File: src/rtl/i2c_master_defines.sv
// Shared encodings for the I2C master byte controller: bit-level commands,
// byte FSM states and the mapping from FSM state to bit command.
package i2c_master_defines;

  typedef enum logic [2:0] {
    CMD_NOP   = 3'd0,
    CMD_START = 3'd1,
    CMD_STOP  = 3'd2,
    CMD_WRITE = 3'd3,
    CMD_READ  = 3'd4
  } bit_cmd_e;

  typedef enum logic [2:0] {
    ST_IDLE  = 3'd0,
    ST_START = 3'd1,
    ST_WRITE = 3'd2,
    ST_READ  = 3'd3,
    ST_ACK   = 3'd4,
    ST_STOP  = 3'd5
  } state_e;

  // Bit counter value loaded with each new byte (eight bits, MSB first)
  localparam logic [2:0] BIT_CNT_INIT = 3'd7;

  // Bit command issued while the byte FSM sits in a given state. The ACK
  // slot reverses direction: after a write we read the slave's ACK, after a
  // read we drive our own ACK/NACK.
  function automatic bit_cmd_e state_bit_cmd(input state_e st, input logic ack_after_read);
    bit_cmd_e cmd;
    case (st)
      ST_IDLE:  cmd = CMD_NOP;
      ST_START: cmd = CMD_START;
      ST_WRITE: cmd = CMD_WRITE;
      ST_READ:  cmd = CMD_READ;
      ST_ACK:   cmd = ack_after_read ? CMD_WRITE : CMD_READ;
      ST_STOP:  cmd = CMD_STOP;
      default:  cmd = CMD_NOP;
    endcase
    return cmd;
  endfunction

endpackage

File: src/rtl/i2c_master_shreg.sv
// Byte shift register with a down-counting bit counter. Bits leave at the MSB
// and enter at the LSB, so one register serves both transmit and receive.
module i2c_master_shreg
  import i2c_master_defines::*;
(
  input  logic       Clk,
  input  logic       Rst,
  input  logic       i_load,
  input  logic [7:0] i_data,
  input  logic       i_shift,
  input  logic       i_sin,
  output logic       o_msb,
  output logic       o_cnt_zero,
  output logic [7:0] o_data
);

  logic [7:0] r_data;
  logic [2:0] r_cnt;

  // Load a fresh byte or shift one bit in at the LSB while counting down
  always_ff @(posedge Clk or posedge Rst) begin
    if (Rst) begin
      r_data <= 8'h00;
      r_cnt  <= 3'd0;
    end else if (i_load) begin
      r_data <= i_data;
      r_cnt  <= BIT_CNT_INIT;
    end else if (i_shift) begin
      r_data <= {r_data[6:0], i_sin};
      r_cnt  <= (r_cnt == 3'd0) ? 3'd0 : (r_cnt - 3'd1);
    end else begin
      r_data <= r_data;
      r_cnt  <= r_cnt;
    end
  end

  assign o_msb      = r_data[7];
  assign o_cnt_zero = (r_cnt == 3'd0);
  assign o_data     = r_data;

endmodule

File: src/rtl/i2c_master_byte_ctrl.sv
// I2C master byte controller: turns byte-level commands from the register
// block into a sequence of bit-level commands for the bit controller.
// Bit_cmd drops to NOP for one cycle after every Bit_ack, so each bit is a
// fresh command and a stale command is never re-executed.
module i2c_master_byte_ctrl
  import i2c_master_defines::*;
(
  input  logic       Clk,
  input  logic       Rst,
  input  logic       I2C_en,
  input  logic       Start,
  input  logic       Stop,
  input  logic       Read,
  input  logic       Write,
  input  logic       Tx_ack,
  input  logic [7:0] Tx_data,
  output logic [7:0] Rx_data,
  output logic       Rx_ack,
  output logic       I2C_done,
  output logic       I2C_al,
  output logic       I2C_busy,
  output logic [2:0] Bit_cmd,
  output logic       Bit_din,
  input  logic       Bit_ack,
  input  logic       Bit_dout,
  input  logic       Bit_al,
  input  logic       Bit_busy
);

  state_e     r_state;
  state_e     w_next_state;
  bit_cmd_e   r_bit_cmd;
  logic       r_bit_din;
  logic       r_rx_ack;
  logic       r_done;
  logic       r_al;
  logic       r_busy;
  logic       r_was_read;
  logic       w_load;
  logic       w_shift;
  logic       w_done;
  logic       w_al;
  logic       w_ack_cap;
  logic       w_msb;
  logic       w_cnt_zero;
  logic       w_any_cmd;
  logic [7:0] w_sr_data;

  assign w_any_cmd = Start | Stop | Read | Write;

  i2c_master_shreg u_shreg (
    .Clk        (Clk),
    .Rst        (Rst),
    .i_load     (w_load),
    .i_data     (Tx_data),
    .i_shift    (w_shift),
    .i_sin      (Bit_dout),
    .o_msb      (w_msb),
    .o_cnt_zero (w_cnt_zero),
    .o_data     (w_sr_data)
  );

  // Byte FSM state register
  always_ff @(posedge Clk or posedge Rst) begin
    if (Rst) begin
      r_state <= ST_IDLE;
    end else begin
      r_state <= w_next_state;
    end
  end

  // Next-state logic: disable beats arbitration loss, which beats Bit_ack
  always_comb begin
    w_next_state = r_state;
    w_load       = 1'b0;
    w_shift      = 1'b0;
    w_done       = 1'b0;
    w_al         = 1'b0;
    w_ack_cap    = 1'b0;
    if (!I2C_en) begin
      w_next_state = ST_IDLE;
    end else if (Bit_al && (r_state != ST_IDLE)) begin
      w_next_state = ST_IDLE;
      w_al         = 1'b1;
    end else begin
      case (r_state)
        ST_IDLE: begin
          // r_done blocks re-acceptance while the register block clears its command
          if (!r_done && w_any_cmd) begin
            w_load = 1'b1;
            if (Start) begin
              w_next_state = ST_START;
            end else if (Read) begin
              w_next_state = ST_READ;
            end else if (Write) begin
              w_next_state = ST_WRITE;
            end else begin
              w_next_state = ST_STOP;
            end
          end else begin
            w_next_state = ST_IDLE;
          end
        end
        ST_START: begin
          if (Bit_ack) begin
            w_next_state = Read ? ST_READ : ST_WRITE;
          end else begin
            w_next_state = ST_START;
          end
        end
        ST_WRITE, ST_READ: begin
          if (Bit_ack) begin
            w_shift      = 1'b1;
            w_next_state = w_cnt_zero ? ST_ACK : r_state;
          end else begin
            w_next_state = r_state;
          end
        end
        ST_ACK: begin
          if (Bit_ack) begin
            w_ack_cap = !r_was_read;
            if (Stop) begin
              w_next_state = ST_STOP;
            end else begin
              w_next_state = ST_IDLE;
              w_done       = 1'b1;
            end
          end else begin
            w_next_state = ST_ACK;
          end
        end
        ST_STOP: begin
          if (Bit_ack) begin
            w_next_state = ST_IDLE;
            w_done       = 1'b1;
          end else begin
            w_next_state = ST_STOP;
          end
        end
        default: begin
          w_next_state = ST_IDLE;
        end
      endcase
    end
  end

  // Registered bit command/data, status pulses and captured slave ACK
  always_ff @(posedge Clk or posedge Rst) begin
    if (Rst) begin
      r_bit_cmd  <= CMD_NOP;
      r_bit_din  <= 1'b0;
      r_rx_ack   <= 1'b0;
      r_done     <= 1'b0;
      r_al       <= 1'b0;
      r_busy     <= 1'b0;
      r_was_read <= 1'b0;
    end else begin
      r_done <= w_done;
      r_al   <= w_al;
      r_busy <= Bit_busy;
      if (w_ack_cap) begin
        r_rx_ack <= Bit_dout;
      end
      if (r_state == ST_READ) begin
        r_was_read <= 1'b1;
      end else if (r_state == ST_WRITE) begin
        r_was_read <= 1'b0;
      end
      if (Bit_ack || Bit_al || !I2C_en) begin
        r_bit_cmd <= CMD_NOP;
      end else begin
        r_bit_cmd <= state_bit_cmd(r_state, r_was_read);
      end
      r_bit_din <= (r_state == ST_ACK) ? Tx_ack : w_msb;
    end
  end

  assign Rx_data  = w_sr_data;
  assign Rx_ack   = r_rx_ack;
  assign I2C_done = r_done;
  assign I2C_al   = r_al;
  assign I2C_busy = r_busy;
  assign Bit_cmd  = r_bit_cmd;
  assign Bit_din  = r_bit_din;

endmodule

File: config.mk
export PLATFORM = sky130hd
export DESIGN_NAME = i2c_master_byte_ctrl
export DESIGN_NICKNAME = d
export VERILOG_FILES = /design/src/rtl/i2c_master_defines.sv /design/src/rtl/i2c_master_shreg.sv /design/src/rtl/i2c_master_byte_ctrl.sv
export SDC_FILE = /design/constraint.sdc
export NUM_CORES = 1
export LEC_CHECK = 0
export BUFFER_PORTS_ARGS = -buffer_cell sky130_fd_sc_hd__clkbuf_2
export CAP_MARGIN = 20
export CORE_AREA = 8 8 58 60
export DETAILED_ROUTE_END_ITERATION = 6
export DIE_AREA = 0 0 66 68
export PLACE_DENSITY = 0.8
export SYNTH_ARGS = -nofsm -noshare
export SYNTH_HDL_FRONTEND = slang
export SYNTH_SLANG_ARGS = --single-unit
File: constraint.sdc
create_clock -name Clk -period 3.7 [get_ports Clk]
set_input_delay 0 -clock Clk [delete_from_list [all_inputs] [get_ports Clk]]
set_output_delay 0 -clock Clk [all_outputs]
set_load 0.005 [all_outputs]
==> flow_summary.toml, run 1 <==
[detailed_routing]
num_vias = 1097
drt-total-wl_um = 3040
drc_errors = 0
drt_first_pass_iters = 4
via_per_inst = 5.38
drt_iter0_drc = 56
ant_nets = 0
wl_per_cell_um = 14.9

[global_route]
antenna_found_initial = 0
grt_pass1_wl_um = 5060
grtUsageTotal_pct = 14.4
overflow = 0
grt_pass1_vias = 1087
grt_max_degree = 24

[synthesis]
synth.top_cell.area_share_pct = 44.9
ys_types = 35
yosys_warnings = 0
synth_seq_cells = 23
async_flop_share_pct = 100
synth-simple-area-share_pct = 18.4
synth.top_cells.by_area = "dfrtp_1 45%, mux2i_1 7.0%, nor2_1 5.6%"
syn_nets = 152
netlist_area_sq_um = 1280
synth.area.mux_share_pct = 9.66
yosys.area_share.adder_pct = 4.88
syn_area_per_cell_sq_um = 10.1
synth_edf_count = 0
synth-seq-area-share_pct = 44.9
synth_largest_area_cell = "dfrtp_1"
syn_inst = 127
synthFlopType = "dfrtp_1"
synth-compound-area-share_pct = 15.8
post_synth_xor_area_fraction_pct = 0
yosysMostFrequentCell = "dfrtp_1"
netlist_top_cells_count = "23 x dfrtp_1, 19 x nor2_1, 13 x a21oi_1"
synth_top_family_by_area = "simple AND/OR/NAND/NOR gates"

[cts]
numCtsBuffers = 3
tritoncts = "yes"
clk_latency_ns = 0.32
path_clk_slew_ns = 0.13
ctsResizeCount = 0
cts_max_level = 1
cts.sinks = 23
cts_buffer_depth = 2
root_buffer = "clkbuf_4"
cts_setup_buffers = 0

[final_layout]
syn_to_final_growth_pct = 25.5
num-nets-final = 199
fin_util_pct = 62.7
n_antenna_cell = 0
drive_gt1_share_pct = 26.0

[timing]
finalCritPeriodShare_pct = 64.1
setup_violations = 0
period_minus_slack_ns = 2.37
maxSlewViolCount = 0
tightest_slew_ns = 0.852
fmax_mhz = 422
fin_tns_setup_ns = 0
rsz0062_at_grt = "no"
maxSlewHeadroom_pct = 43.1
finalClockSkew_ns = 0.00250
finalHoldViolCount = 0

[floorplanning]
die_area_sq_um = 4490
rows = 19
pin_count = 36
die_height_um = 68
start_util_pct = 50.0
core-area_sq_um = 2570
die_w_um = 66

[setup_path]
arrival_ns = 2.63
end_kind = "flop"
criticalPathCategory = "flop to flop"
crit_required_ns = 3.96
critPathMaxFanout = 13
critPathLaunchType = "flop"

[place]
port_buffers = 35
gp_congestion = 0.841
hpwl_um = 2220

[pwr]
irDropWorstVdd_uv = 370
power_leakage_uw = 0.000806
power.density_nw_per_um2 = 576

[run_status]
status = "complete, no violations"

[worst_hold_path]
hold_path.class = "input port to flop"

[flow_run]
cap_violations = 0
-- cells by family after synthesis --
logic type,Yosys count
buf+inv,14
mux,12
compound gates,27
fa+ha+maj,5
flops,23
simple gates,46
-- area by class of cell --
class                   instances  area (sq um)
clock buffers                   3          22.5
clock inverters                 1          5.00
fillers                       209           958
inverters                       7          26.3
multi-input cells              90           626
flip-flops and latches         23           576
well taps                      31          38.8
repair buffers                 49           315
-- through the flow --
| step | hold WS [ns] | instance area, sq um | total power, uW | setup slack [ns] | instances |
|---|---|---|---|---|---|
| floorplan | 0.00192 | 1280 | 689 | 2.09 | 127 |
| global placement | 0.111 | 1440 | 773 | 1.46 | 186 |
| detailed placement | 0.112 | 1440 | 797 | 1.36 | 186 |
| CTS | 0.0311 | 1610 | 925 | 1.34 | 204 |
| global route | 0.0293 | 1610 | 988 | 1.17 | 204 |
| finish | 0.0392 | 1610 | 927 | 1.33 | 204 |
-- cells in the final DEF (no fill, tap or decap), types with 5 or more instances in the layout --
master	count
nand2_1	8
mux2i_1	9
inv_1	6
clkbuf_2	35
a21oi_1	13
dlygate4sd3_1	14
dfrtp_1	23
nor2_1	19
ha_1	5
nand2b_1	5
-- where the power goes --
group | switching (uW) | internal, uW
logic | 200 | 189
clock network | 78.5 | 40.5
registers | 93.9 | 325
total | 372 | 554
-- what timing repair did --
action,4_1_cts,5_1_grt
endpoints found under the hold margin,35,0
hold buffers,14,0
setup endpoints to repair,0,0
-- sequential cells by signal (all words and copies together) (netlist names) --
signal	cells
Bit_din	1
I2C_done	1
I2C_al	1
u_shreg.r_cnt	3
Rx_ack	1
r_state	3
Bit_cmd	3
r_was_read	1
I2C_busy	1
u_shreg.o_data	8
-- critical path: stages (launching register included) --
cell     delay (ns)
dfrtp_1        0.57
o31ai_4        0.38
nand4_1        0.62
or4_1          0.64
nand3_1        0.10
-- metal layers --
layer	vias to the layer above	global-route usage (%)	routed length [um]
li1	541	-	-
met1	508	16.0	1250
met2	44	25.9	1540
met3	4	3.11	215
met4	0	6.40	26
met5	-	0	0
-- path summary, 6_finish.rpt --
path / endpoint / slack (ns) / cells past startpoint / startpoint
max in group asynchronous: u_shreg.r_cnt[0] / 2.81 / 3 / Rst
min in group asynchronous: u_shreg.r_cnt[1] / 0.37 / 3 / Rst
max: u_shreg.r_cnt[1] / 1.33 / 4 / r_state[2]
min: I2C_done / 0.04 / 3 / Bit_ack
max reg2reg: u_shreg.r_cnt[1] / 1.33 / 4 / r_state[2]
min reg2reg: Rx_ack / 0.51 / 1 / Rx_ack
Note: power is estimated with default switching activity, not from simulation.
==> run 2, diff against run 1 <==
--- a/config.mk
+++ b/config.mk
@@ -7,10 +7,10 @@
 export LEC_CHECK = 0
 export BUFFER_PORTS_ARGS = -buffer_cell sky130_fd_sc_hd__clkbuf_2
 export CAP_MARGIN = 20
-export CORE_AREA = 8 8 58 60
+export CORE_AREA = 8 8 60 62
 export DETAILED_ROUTE_END_ITERATION = 6
-export DIE_AREA = 0 0 66 68
-export PLACE_DENSITY = 0.8
+export DIE_AREA = 0 0 68 70
+export PLACE_DENSITY = 0.75
 export SYNTH_ARGS = -nofsm -noshare
 export SYNTH_HDL_FRONTEND = slang
 export SYNTH_SLANG_ARGS = --single-unit
==> constraint.sdc (replaced) <==
create_clock -name Clk -period 2.2 [get_ports Clk]
set_input_delay 0 -clock Clk [delete_from_list [all_inputs] [get_ports Clk]]
set_output_delay 0 -clock Clk [all_outputs]
set_load 0.005 [all_outputs]
==> run 2 against run 1 <==
Net effect: final area increased by 0.39%; power increased by 68%; worst setup slack got worse by 0.98 ns; clock skew increased by 0.0022 ns; register-to-register slack got worse by 0.98 ns; maximum frequency increased by 28%; via count decreased by 1.8%; final cell count increased by 0.49%; critical path depth increased by 2; die area increased by 6.1%; global-route usage decreased by 1.6 points; sequential share of layout area decreased by 0.14 points; critical path type unchanged; largest cell class unchanged.
==> flow_summary.toml, run 2 (synthesized netlist as in run 1, its figures left out) <==
[place]
port_buffers = 35
hpwl_um = 2190
gp_congestion = 0.905
pre_cts_ws_ns = 0.400

[pwr]
power_uw = 1550
p_clk_share_pct = 12.4
power.density_nw_per_um2 = 961
irDropWorstVdd_uv = 586
power_leakage_uw = 0.000807
p_seq_share_pct = 45.4
p_int_uw = 937
swShare_pct = 39.6
p_sw_uw = 615
combinationalPowerShare_pct = 42.2

[setup_path]
arrival_ns = 2.01
critPathMaxFanout = 13
criticalPathCategory = "flop to flop"
crit_path_top_delay_cell = "dfrtp_1"
end_kind = "flop"
cpPeakStageDelay_ns = 0.66
crit_required_ns = 2.37
crit_chain = "inv_1 > ha_1 > nand4_1 > buf_4 > mux2i_1 > a21oi_1"
critPathLaunchType = "flop"

[floorplanning]
rows = 19
pin_count = 36
core-area_sq_um = 2660
die_height_um = 70
die_w_um = 68
die_area_sq_um = 4760
start_util_pct = 48.2

[cts]
cts_max_level = 1
cts_setup_buffers = 0
tritoncts = "yes"
cts.sinks = 23
numCtsBuffers = 3
path_clk_slew_ns = 0.12
cts_buffer_depth = 2
clk_latency_ns = 0.31
root_buffer = "clkbuf_4"

[timing]
maxSlewHeadroom_pct = 42.5
tightest_slew_ns = 0.861
finalCritPeriodShare_pct = 83.9
fin_tns_setup_ns = 0
setup_violations = 0
period_minus_slack_ns = 1.85
finalHoldViolCount = 0
fmax_mhz = 542
finalClockSkew_ns = 0.00469
finalWorstSetupSlack_ns = 0.354
rsz0062_at_grt = "no"
maxSlewViolCount = 0

[global_route]
grtUsageTotal_pct = 12.8
antenna_found_initial = 0
grt_max_degree = 24
grt_pass1_wl_um = 4880
grt_pass1_vias = 1074
overflow = 0

[flow_run]
cap_violations = 0

[final_layout]
drive_gt1_share_pct = 25.9
final_common_cell = "clkbuf_2"
num-nets-final = 200
final_cell_mix = "35 x clkbuf_2, 23 x dfrtp_1, 19 x nor2_1, 14 x dlygate4sd3_1, 13 x a21oi_1"
multiInputGateArea_sq_um = 626
n_antenna_cell = 0
nFillCells = 228
seq_area_sq_um = 576
syn_to_final_growth_pct = 26.0
largest_reg_flops = 8

[detailed_routing]
drt_first_pass_iters = 4
via_per_inst = 5.25
wl_per_cell_um = 14.1
drc_errors = 0
drt_iter0_drc = 78
drt-total-wl_um = 2900
ant_nets = 0
num_vias = 1077

[worst_hold_path]
hold_path.class = "input port to flop"

[run_status]
status = "complete, no violations"
-- run 2: cell types whose count changed in the layout (fill, tap and decap cells not counted), sizes merged --
cell    delta
clkbuf     +1
clkinv     -1
buf        +1
-- run 2: final timing paths --
kind                            start                end  slack [ns]  cells past startpoint
max                        r_state[2]  u_shreg.o_data[4]        0.35                      6
min                              Stop           I2C_done        0.04                      4
max reg2reg                r_state[2]  u_shreg.o_data[4]        0.35                      6
min reg2reg                    Rx_ack             Rx_ack        0.52                      1
max in group asynchronous         Rst   u_shreg.r_cnt[2]        1.27                      3
min in group asynchronous         Rst         Bit_cmd[1]        0.40                      3
-- run 2: worst max-delay path: cells and delay by family, from the launching register on --
family,cells,cell delay (ns)
AOI/OAI and AO/OA,1,0.09
DFF,1,0.66
adders and majority gates,1,0.27
and+or+nand+nor,1,0.13
buffers and inverters,2,0.34
muxes,1,0.22
-- run 2: metal layers --
metal	GRT usage, %	up-vias	wire length (um)
li1	-	539	-
met1	16.1	497	1260
met2	20.3	33	1400
met3	2.55	8	178
met4	5.47	0	60
met5	0	-	0
-- run 2: cell type report --
cell class | count | share of cell area [%]
clock buffer | 4 | 1.63
tap | 31 | 2.40
multi-input combinational | 90 | 38.7
timing repair buffer | 50 | 20.0
sequential | 23 | 35.6
inverter | 7 | 1.63
-- run 2: metrics by stage --
step / hold WS (ns) / util (%) / instance area (sq um) / instances
floorplan: 0.00192 / - / 1280 / 127
global route: 0.0698 / 60.7 / 1620 / 205
global placement: 0.112 / 54.4 / 1450 / 187
CTS: 0.0401 / 60.7 / 1620 / 205
finish: 0.0425 / 60.7 / 1620 / 205
detailed placement: 0.113 / 54.4 / 1450 / 187
-- run 2: power groups by stage --
| stage | sequential, uW | combinational [uW] | clock [uW] |
|---|---|---|---|
| after CTS | 700 | 654 | 198 |
| after floorplan | 652 | 506 | 0 |
| after global placement | 699 | 610 | 0 |
| after global routing | 723 | 728 | 223 |
| after detailed placement | 710 | 628 | 0 |
| final | 705 | 655 | 193 |
-- run 2: repair_timing --
action | in CTS | in global routing
hold buffers | 14 | 0
endpoints found under the hold margin | 35 | 0
resized for setup | 0 | 0
